File: config.mk
export PLATFORM = sky130hd
export DESIGN_NAME = fir_tap_bank_flat
export DESIGN_NICKNAME = d
export VERILOG_FILES = /design/src/rtl/fir_pkg.sv /design/src/rtl/fir_tap_bank_if.sv /design/src/rtl/fir_tap_bank.sv /design/src/flat_wrapper.sv
export SDC_FILE = /design/constraint.sdc
export NUM_CORES = 1
export LEC_CHECK = 0
export ABC_CLOCK_PERIOD_IN_PS = 2800
export CORE_ASPECT_RATIO = 0.9
export CORE_MARGIN = 4
export CORE_UTILIZATION = 50
export DETAILED_ROUTE_END_ITERATION = 7
export GPL_ROUTABILITY_DRIVEN = 0
export PLACE_DENSITY = 0.69
export SLEW_MARGIN = 15
export SYNTH_ARGS = -nofsm -noshare
export SYNTH_HDL_FRONTEND = slang
export SYNTH_SLANG_ARGS = --single-unit
File: constraint.sdc
create_clock -name i_clk -period 2.8 [get_ports i_clk]
set_input_delay 0.7 -clock i_clk [delete_from_list [all_inputs] [get_ports i_clk]]
set_output_delay 0.7 -clock i_clk [all_outputs]
set_load 0.05 [all_outputs]
File: src/rtl/fir_pkg.sv
// Shared constants and types for the FIR tap bank.
// Widths are derived from NTAPS/TW so the bank and its sum always stay consistent.
package fir_pkg;

  localparam int NTAPS = 16;
  localparam int TW    = 16;
  localparam int IW    = $clog2(NTAPS);
  localparam int SW    = TW + IW;

  typedef logic signed [TW-1:0] tap_t;
  typedef logic signed [SW-1:0] sum_t;
  typedef logic        [IW-1:0] idx_t;
  typedef logic        [IW:0]   cnt_t;

  typedef enum logic [1:0] {
    EMPTY,
    LOADING,
    FULL
  } tapbank_state_t;

  localparam cnt_t CNT_FULL = cnt_t'(NTAPS);

  // A size cast of a signed operand sign-extends into the wider sum.
  function automatic sum_t tap_ext(input tap_t t);
    return sum_t'(t);
  endfunction

endpackage

File: src/rtl/fir_tap_bank_if.sv
// Tap-load, clear and readback signals between the filter control FSM and the tap bank.
// The master drives strobes and indices; the slave returns status, readback data and checksum.
interface fir_tap_bank_if;
  import fir_pkg::*;

  logic i_tap_wr;
  tap_t i_tap;
  logic i_clear;
  idx_t i_rd_idx;
  tap_t o_rd_tap;
  cnt_t o_wr_cnt;
  logic o_busy;
  logic o_loaded;
  logic o_ovf;
  sum_t o_sum;

  modport master (
    output i_tap_wr, i_tap, i_clear, i_rd_idx,
    input  o_rd_tap, o_wr_cnt, o_busy, o_loaded, o_ovf, o_sum
  );

  modport slave (
    input  i_tap_wr, i_tap, i_clear, i_rd_idx,
    output o_rd_tap, o_wr_cnt, o_busy, o_loaded, o_ovf, o_sum
  );

endinterface

File: src/rtl/fir_tap_bank.sv
// Indexed tap register bank with load tracking, sticky overflow, registered readback and checksum.
// All effects of a strobe or clear appear one cycle later; no backpressure, writes in FULL are dropped.
module fir_tap_bank
  import fir_pkg::*;
(
  input  logic            i_clk,
  input  logic            i_reset,
  fir_tap_bank_if.slave   bus
);

  tapbank_state_t state_q, state_d;
  cnt_t           cnt_q, cnt_d;
  tap_t           taps_q [NTAPS];
  tap_t           taps_d [NTAPS];
  tap_t           rd_tap_q, rd_tap_d;
  sum_t           sum_q, sum_d;
  logic           ovf_q, ovf_d;
  logic           busy_q, busy_d;
  logic           loaded_q, loaded_d;
  idx_t           wr_ptr;

  // The write pointer is the low bits of the count; it only wraps once FULL blocks writes.
  assign wr_ptr = cnt_q[IW-1:0];

  always_comb begin
    state_d  = state_q;
    cnt_d    = cnt_q;
    taps_d   = taps_q;
    rd_tap_d = rd_tap_q;
    sum_d    = sum_q;
    ovf_d    = ovf_q;

    if (bus.i_clear) begin
      state_d  = EMPTY;
      cnt_d    = '0;
      taps_d   = '{default: '0};
      rd_tap_d = '0;
      sum_d    = '0;
      ovf_d    = 1'b0;
    end else begin
      // Readback samples the bank before this cycle's write lands.
      if ({1'b0, bus.i_rd_idx} < CNT_FULL) begin
        rd_tap_d = taps_q[bus.i_rd_idx];
      end else begin
        rd_tap_d = '0;
      end

      if (bus.i_tap_wr) begin
        if (state_q == FULL) begin
          ovf_d = 1'b1;
        end else begin
          taps_d[wr_ptr] = bus.i_tap;
          cnt_d          = cnt_q + 1'b1;
          sum_d          = sum_q + tap_ext(bus.i_tap);
          state_d        = (cnt_d == CNT_FULL) ? FULL : LOADING;
        end
      end
    end

    busy_d   = (state_d == LOADING);
    loaded_d = (state_d == FULL);
  end

  always_ff @(posedge i_clk or negedge i_reset) begin
    if (!i_reset) begin
      state_q  <= EMPTY;
      cnt_q    <= '0;
      taps_q   <= '{default: '0};
      rd_tap_q <= '0;
      sum_q    <= '0;
      ovf_q    <= 1'b0;
      busy_q   <= 1'b0;
      loaded_q <= 1'b0;
    end else begin
      state_q  <= state_d;
      cnt_q    <= cnt_d;
      taps_q   <= taps_d;
      rd_tap_q <= rd_tap_d;
      sum_q    <= sum_d;
      ovf_q    <= ovf_d;
      busy_q   <= busy_d;
      loaded_q <= loaded_d;
    end
  end

  assign bus.o_rd_tap = rd_tap_q;
  assign bus.o_wr_cnt = cnt_q;
  assign bus.o_busy   = busy_q;
  assign bus.o_loaded = loaded_q;
  assign bus.o_ovf    = ovf_q;
  assign bus.o_sum    = sum_q;

endmodule

File: src/flat_wrapper.sv
// flat-port wrapper written by rule: the top's interface ports become plain ports
module fir_tap_bank_flat import fir_pkg::*;
  (i_clk, i_reset, bus_i_tap_wr, bus_i_tap, bus_i_clear, bus_i_rd_idx, bus_o_rd_tap, bus_o_wr_cnt, bus_o_busy, bus_o_loaded, bus_o_ovf, bus_o_sum);
  fir_tap_bank_if bus_i ();
  input  logic i_clk;
  input  logic i_reset;
  input wire logic [$bits(bus_i.i_tap_wr)-1:0] bus_i_tap_wr;
  input wire logic [$bits(bus_i.i_tap)-1:0] bus_i_tap;
  input wire logic [$bits(bus_i.i_clear)-1:0] bus_i_clear;
  input wire logic [$bits(bus_i.i_rd_idx)-1:0] bus_i_rd_idx;
  output wire logic [$bits(bus_i.o_rd_tap)-1:0] bus_o_rd_tap;
  output wire logic [$bits(bus_i.o_wr_cnt)-1:0] bus_o_wr_cnt;
  output wire logic [$bits(bus_i.o_busy)-1:0] bus_o_busy;
  output wire logic [$bits(bus_i.o_loaded)-1:0] bus_o_loaded;
  output wire logic [$bits(bus_i.o_ovf)-1:0] bus_o_ovf;
  output wire logic [$bits(bus_i.o_sum)-1:0] bus_o_sum;
  assign bus_i.i_tap_wr = bus_i_tap_wr;
  assign bus_i.i_tap = bus_i_tap;
  assign bus_i.i_clear = bus_i_clear;
  assign bus_i.i_rd_idx = bus_i_rd_idx;
  assign bus_o_rd_tap = bus_i.o_rd_tap;
  assign bus_o_wr_cnt = bus_i.o_wr_cnt;
  assign bus_o_busy = bus_i.o_busy;
  assign bus_o_loaded = bus_i.o_loaded;
  assign bus_o_ovf = bus_i.o_ovf;
  assign bus_o_sum = bus_i.o_sum;
  fir_tap_bank u_core (.i_clk(i_clk), .i_reset(i_reset), .bus(bus_i));
endmodule
Word-level counts from Yosys, hierarchy flattened

Cells that the tools add are included.

Output and inout port bits: 44
Flip-flop bits (word level): 302

Bitwise logic cells: 2
$add $sub $neg: 2
Equality and inequality tests: 5
Multiplexer cells: 23
Reductions and logical operators: 5
Order comparisons: 3

Operators by type and width:

| cell                                                     | number |
|---|---|
| two-way mux 256 bit                                      | 3 |
| bitwise mux 256 bit                                      | 1 |
| binary-select mux 16 bit (select 4 bit)                  | 1 |
| demux 16 bit (select 4 bit)                              | 1 |
| two-way mux 16 bit                                       | 4 |
| two-way mux 20 bit                                       | 3 |
| adder 20 x 16 -> 20 bit                                  | 1 |
| two-way mux 5 bit                                        | 3 |
| greater-or-equal comparator 5 bit, second input constant | 2 |
| inverter 4 -> 5 bit                                      | 2 |
| two-way mux 2 bit                                        | 4 |
| adder 5 x 1 -> 5 bit, second input constant              | 1 |
| equality test 5 bit, second input constant               | 1 |
| < comparator 5 x 1 -> 1 bit, second input constant       | 1 |
| equality test 2 bit, second input constant               | 2 |
| AND reduction 2 bit                                      | 2 |
| nonzero test 2 bit                                       | 2 |
| two-way mux 1 bit                                        | 3 |
| equality test 2 x 1 -> 1 bit, second input constant      | 1 |
| != test 2 bit, second input constant                     | 1 |
| logical AND 1 bit                                        | 1 |

Depth between registers and ports, before layout

Depth in word-level cells: 9
Gate-level depth with buffers: 8
Gate-level depth less buffers: 8

Worst setup path after synthesis

No wires, ideal clock.

Kind: input -> register
From: in bus_i_tap[0]
To: reg u_core.sum_q[14] (netlist: u_core.bus.o_sum[14])
Required time: 2,733 ps
Path slack: -4 ps
Stages on the path: 8
Data arrival time: 2,737 ps
Library setup time: 67 ps
Cells stage by stage: ha_1 -> fa_1 -> a21oi_1 -> o21ai_0 -> a2111oi_0 -> nor3_1 -> nor4b_1 -> a311o_1

Longest elaborated chain between the ends: 4

Ends and longest elaborated chain:

| element                 | line               | text |
|---|---|---|
| start, declared         | flat_wrapper.sv:8  | `input wire logic [$bits(bus_i.i_tap)-1:0] bus_i_tap;` |
| adder 20 x 16 -> 20 bit | fir_tap_bank.sv:54 | `sum_d = sum_q + tap_ext(bus.i_tap);` |
| two-way mux 20 bit      | fir_tap_bank.sv:49 | `if (state_q == FULL) begin` |
| two-way mux 20 bit      | fir_tap_bank.sv:48 | `if (bus.i_tap_wr) begin` |
| two-way mux 20 bit      | fir_tap_bank.sv:33 | `if (bus.i_clear) begin` |
| end signal, assigned    | fir_tap_bank.sv:79 | `sum_q <= sum_d;` |
| end, declared           | fir_tap_bank.sv:16 | `sum_t sum_q, sum_d;` |

No other way between the ends. The select of a mux whose other input is x is not followed.
A chain may end at the register's enable or synchronous reset.

Worst setup path in the final report

From: reg u_core.cnt_q[2] (netlist: u_core.bus.o_wr_cnt[2])
To: out bus_o_wr_cnt[2]

RTL lines:

| element                | line               | text |
|---|---|---|
| start, declared        | fir_tap_bank.sv:12 | `cnt_t cnt_q, cnt_d;` |
| start signal, assigned | fir_tap_bank.sv:76 | `cnt_q <= cnt_d;` |
| end, declared          | flat_wrapper.sv:12 | `output wire logic [$bits(bus_i.o_wr_cnt)-1:0] bus_o_wr_cnt;` |

No word-level cell between the ends.

==> run summary <==
classification of the worst-slack hold path = in2async
Syn Inst Count = 1,593
Peak supply drop = 0.467 mV
final core occ = 60.6%
Placed Cells = 2,045
PostCTS Resize Cnt = 1
part of the total power dissipated in sequential elements = 43.4%
Buffers on Ports = 67
count of nets left with antenna violations after detail routing = 0
count of placed standard cells in the final layout, fillers left out = 2,099
part of the total power dissipated in the clock network = 40.6%
ANT cells = 0
dominant cells by area after synthesis = sky130_fd_sc_hd__dfrtp_1, sky130_fd_sc_hd__mux4_2, sky130_fd_sc_hd__a21oi_1
overall power = 10.4 mW
run status = finished, final reports clean
area share of the leading cell type in the synthesized netlist = 49.5%
largest fanout on the critical path = 8
Max Cap Violations = 0
hold violation total from the final report = 0
maximum number of pins on one net before global-route repair = 164
count of buffer and inverter cells on the critical path = 1
period utilisation layout = 96.4%
total of endpoints with negative setup slack in the final report = 0
total overflow reported by the global router = 0
net count of the mapped netlist = 1,641
TritonCTS clock tree = built
final standard cell area without fillers = 18,200 um^2
number of buffers added by the clock tree synthesis step = 31
Core Region = 30,000 um^2
clock slew seen by the registers of the worst setup and hold paths = 60 ps
total internal power = 7.55 mW
average cell area after synthesis = 9.59 um^2
shortest period the worst path allows = 2700 ps
effective utilization at floorplan = 50.9%
library cells used by synthesis = 53
Synth Warn # = 0
Routed wire per std cell = 22.4 um
top-level I/O count = 68
post-detailed-placement cell area = 17,200 um^2
number of synthesized flops with an enable pin = 0
post-CTS repair timing setup buffer count = 0
Slew @ Worst Pin = 821 ps
Via density = 6.27
die footprint = 33,400 um^2
relative slew slack = 45.3%
slack of the critical path = 100 ps
hold buffer count at CTS = 0
Post-synth top cells = sky130_fd_sc_hd__nand2_1, sky130_fd_sc_hd__dfrtp_1, sky130_fd_sc_hd__a21oi_1, sky130_fd_sc_hd__nand3_1, sky130_fd_sc_hd__clkbuf_1
Crit path required time = 2100 ps
standard cell with the maximum stage delay on the critical path = sky130_fd_sc_hd__clkdlybuf4s50_1
kind of cell adding the most delay to the critical path = buffers and inverters
total number of placement rows = 60
Leak = 7.51 nW
CTS Sinks = 302
power per cell area = 572 nW/um^2
Setup TNS Final = 0 ps
power share of the combinational group = 16.0%
sequential cell area fraction in the yosys report = 49.5%
Total GRT Usage = 28.2%
net total in the final layout = 1,723
worst reg2reg path depth = 9
maximum count of clock buffers along a single path = 3
fin. max-slew vios = 0
share of cells above drive strength 1 = 17.6%
Startpoint Class = flip-flop
WP depth = 1
share of total power consumed by net switching = 27.5%
library cell with the largest summed area after synthesis = sky130_fd_sc_hd__dfrtp_1
horizontal extent of the die = 192 um
# DRC = 0
dominant register cell in the synthesized netlist = sky130_fd_sc_hd__dfrtp_1
DRC marker count from the first detailed-route iteration = 1,716
net switching component of the power = 2.86 mW
final wirelength = 47,100 um
Seq cells post-synth = 302
DP Worst Slack = -595 ps
critical path cell sequence = clkdlybuf4s50_1
Detailed Place HPWL = 30,300 um
kind of critical path = reg2out
via count = 13,200
clock network latency to the later pin of the worst-skew pair = 580 ps
share of synthesized registers carrying an async set or reset = 100%
library cell with the highest instance count after synthesis = sky130_fd_sc_hd__nand2_1
vertical die dimension = 174 um
worst setup skew after layout = 19.8 ps
type of destination of the critical path = output port
Area Overhead vs Synth = 19.1%
number of levels the H-tree was split into = 1
number of global-route vias before repair = 13,200
number of iterations in the first detailed-routing pass = 6
area of the mapped netlist = 15,300 um^2
max incr delay on CP = 920 ps
arrival time of the worst setup path = 2000 ps
initial antenna violation count = 0
first-pass GRT wire length = 74,900 um
cell chosen for the clock root = sky130_fd_sc_hd__clkbuf_16
Worst Hold Margin = 97.7 ps
f_max = 370 MHz
==> power by group through the flow <==
| stage | registers (mW) | clock network (mW) | logic, mW |
|---|---|---|---|
| 6_report | 4.52 | 4.23 | 1.67 |
| 5_1_grt | 4.53 | 4.47 | 1.79 |
| 4_1_cts | 4.52 | 4.28 | 1.65 |
| 3_5_place_dp | 4.59 | 0 | 1.64 |
| 3_3_place_gp | 4.59 | 0 | 1.62 |
| 2_1_floorplan | 4.74 | 0 | 0.766 |
==> worst paths after layout <==
| check | startpoint | end | slack [ps] |
|---|---|---|---|
| worst max-delay path | u_core.bus.o_wr_cnt[2]$_DFFE_PN0P_ | bus_o_wr_cnt[2] | 100 |
| worst min-delay path | i_reset | u_core.taps_q[224]$_DFFE_PN0P_ | 100 |
| worst max register to register | u_core.bus.o_sum[0]$_DFFE_PN0P_ | u_core.bus.o_sum[14]$_DFFE_PN0P_ | 260 |
| worst min register to register | u_core.taps_q[130]$_DFFE_PN0P_ | u_core.taps_q[130]$_DFFE_PN0P_ | 520 |
| max in group asynchronous | i_reset | u_core.taps_q[190]$_DFFE_PN0P_ | 1950 |
| min in group i_clk | bus_i_clear | u_core.bus.o_sum[6]$_DFFE_PN0P_ | 430 |
==> cells by family (layout without fill, tap and decap cells) <==
group	Yosys count	after routing	share of synthesized area, %
and+or+nand+nor	655	655	19.3
AOI/OAI and AO/OA	335	335	11.7
DFF	302	302	49.5
muxes	83	83	12.0
xor gates and xnor gates	11	11	0.630
adders and majority gates	25	25	2.08
buffers and inverters	182	285	4.77
==> metal layers <==
metal  global-route usage, %  share of wire, %  up-vias
li1                        -                 -     5784
met1                    40.7                41     6638
met2                    43.9                47      642
met3                    4.83               8.7      101
met4                    9.27               3.5        0
met5                       0                 0        -
==> state kept, by name, summed over array words and instances, names as in the netlist <==
register,flops
u_core.taps_q,256
u_core.bus.o_sum,20
u_core.bus.o_rd_tap,16
u_core.bus.o_wr_cnt,5
u_core.state_q,2
u_core.bus.o_busy,1
u_core.bus.o_loaded,1
u_core.bus.o_ovf,1
==> final cells by class <==
cell class | count | area, um^2
fill | 2519 | 11800
sequential | 302 | 7560
multi-input combinational | 1109 | 7030
timing repair buffer | 219 | 2030
clock buffer | 49 | 953
tap | 403 | 504
clock inverter | 5 | 82.6
inverter | 12 | 45.0
==> placed cells by master (no fill, tap or decap), types with 12 or more instances in the layout <==
master / synthesis / layout
sky130_fd_sc_hd__nand2_1: 304 / 304
sky130_fd_sc_hd__dfrtp_1: 302 / 302
sky130_fd_sc_hd__a21oi_1: 282 / 281
sky130_fd_sc_hd__nand3_1: 274 / 274
sky130_fd_sc_hd__buf_4: 2 / 136
sky130_fd_sc_hd__mux4_2: 80 / 80
sky130_fd_sc_hd__clkdlybuf4s50_1: 0 / 63
sky130_fd_sc_hd__clkbuf_16: 0 / 31
sky130_fd_sc_hd__and2_1: 20 / 20
sky130_fd_sc_hd__nor2_1: 19 / 19
sky130_fd_sc_hd__ha_1: 23 / 19
sky130_fd_sc_hd__buf_12: 0 / 17
sky130_fd_sc_hd__inv_1: 12 / 12
sky130_fd_sc_hd__clkbuf_8: 0 / 12
No activity file was read; power rests on OpenSTA's default activity.
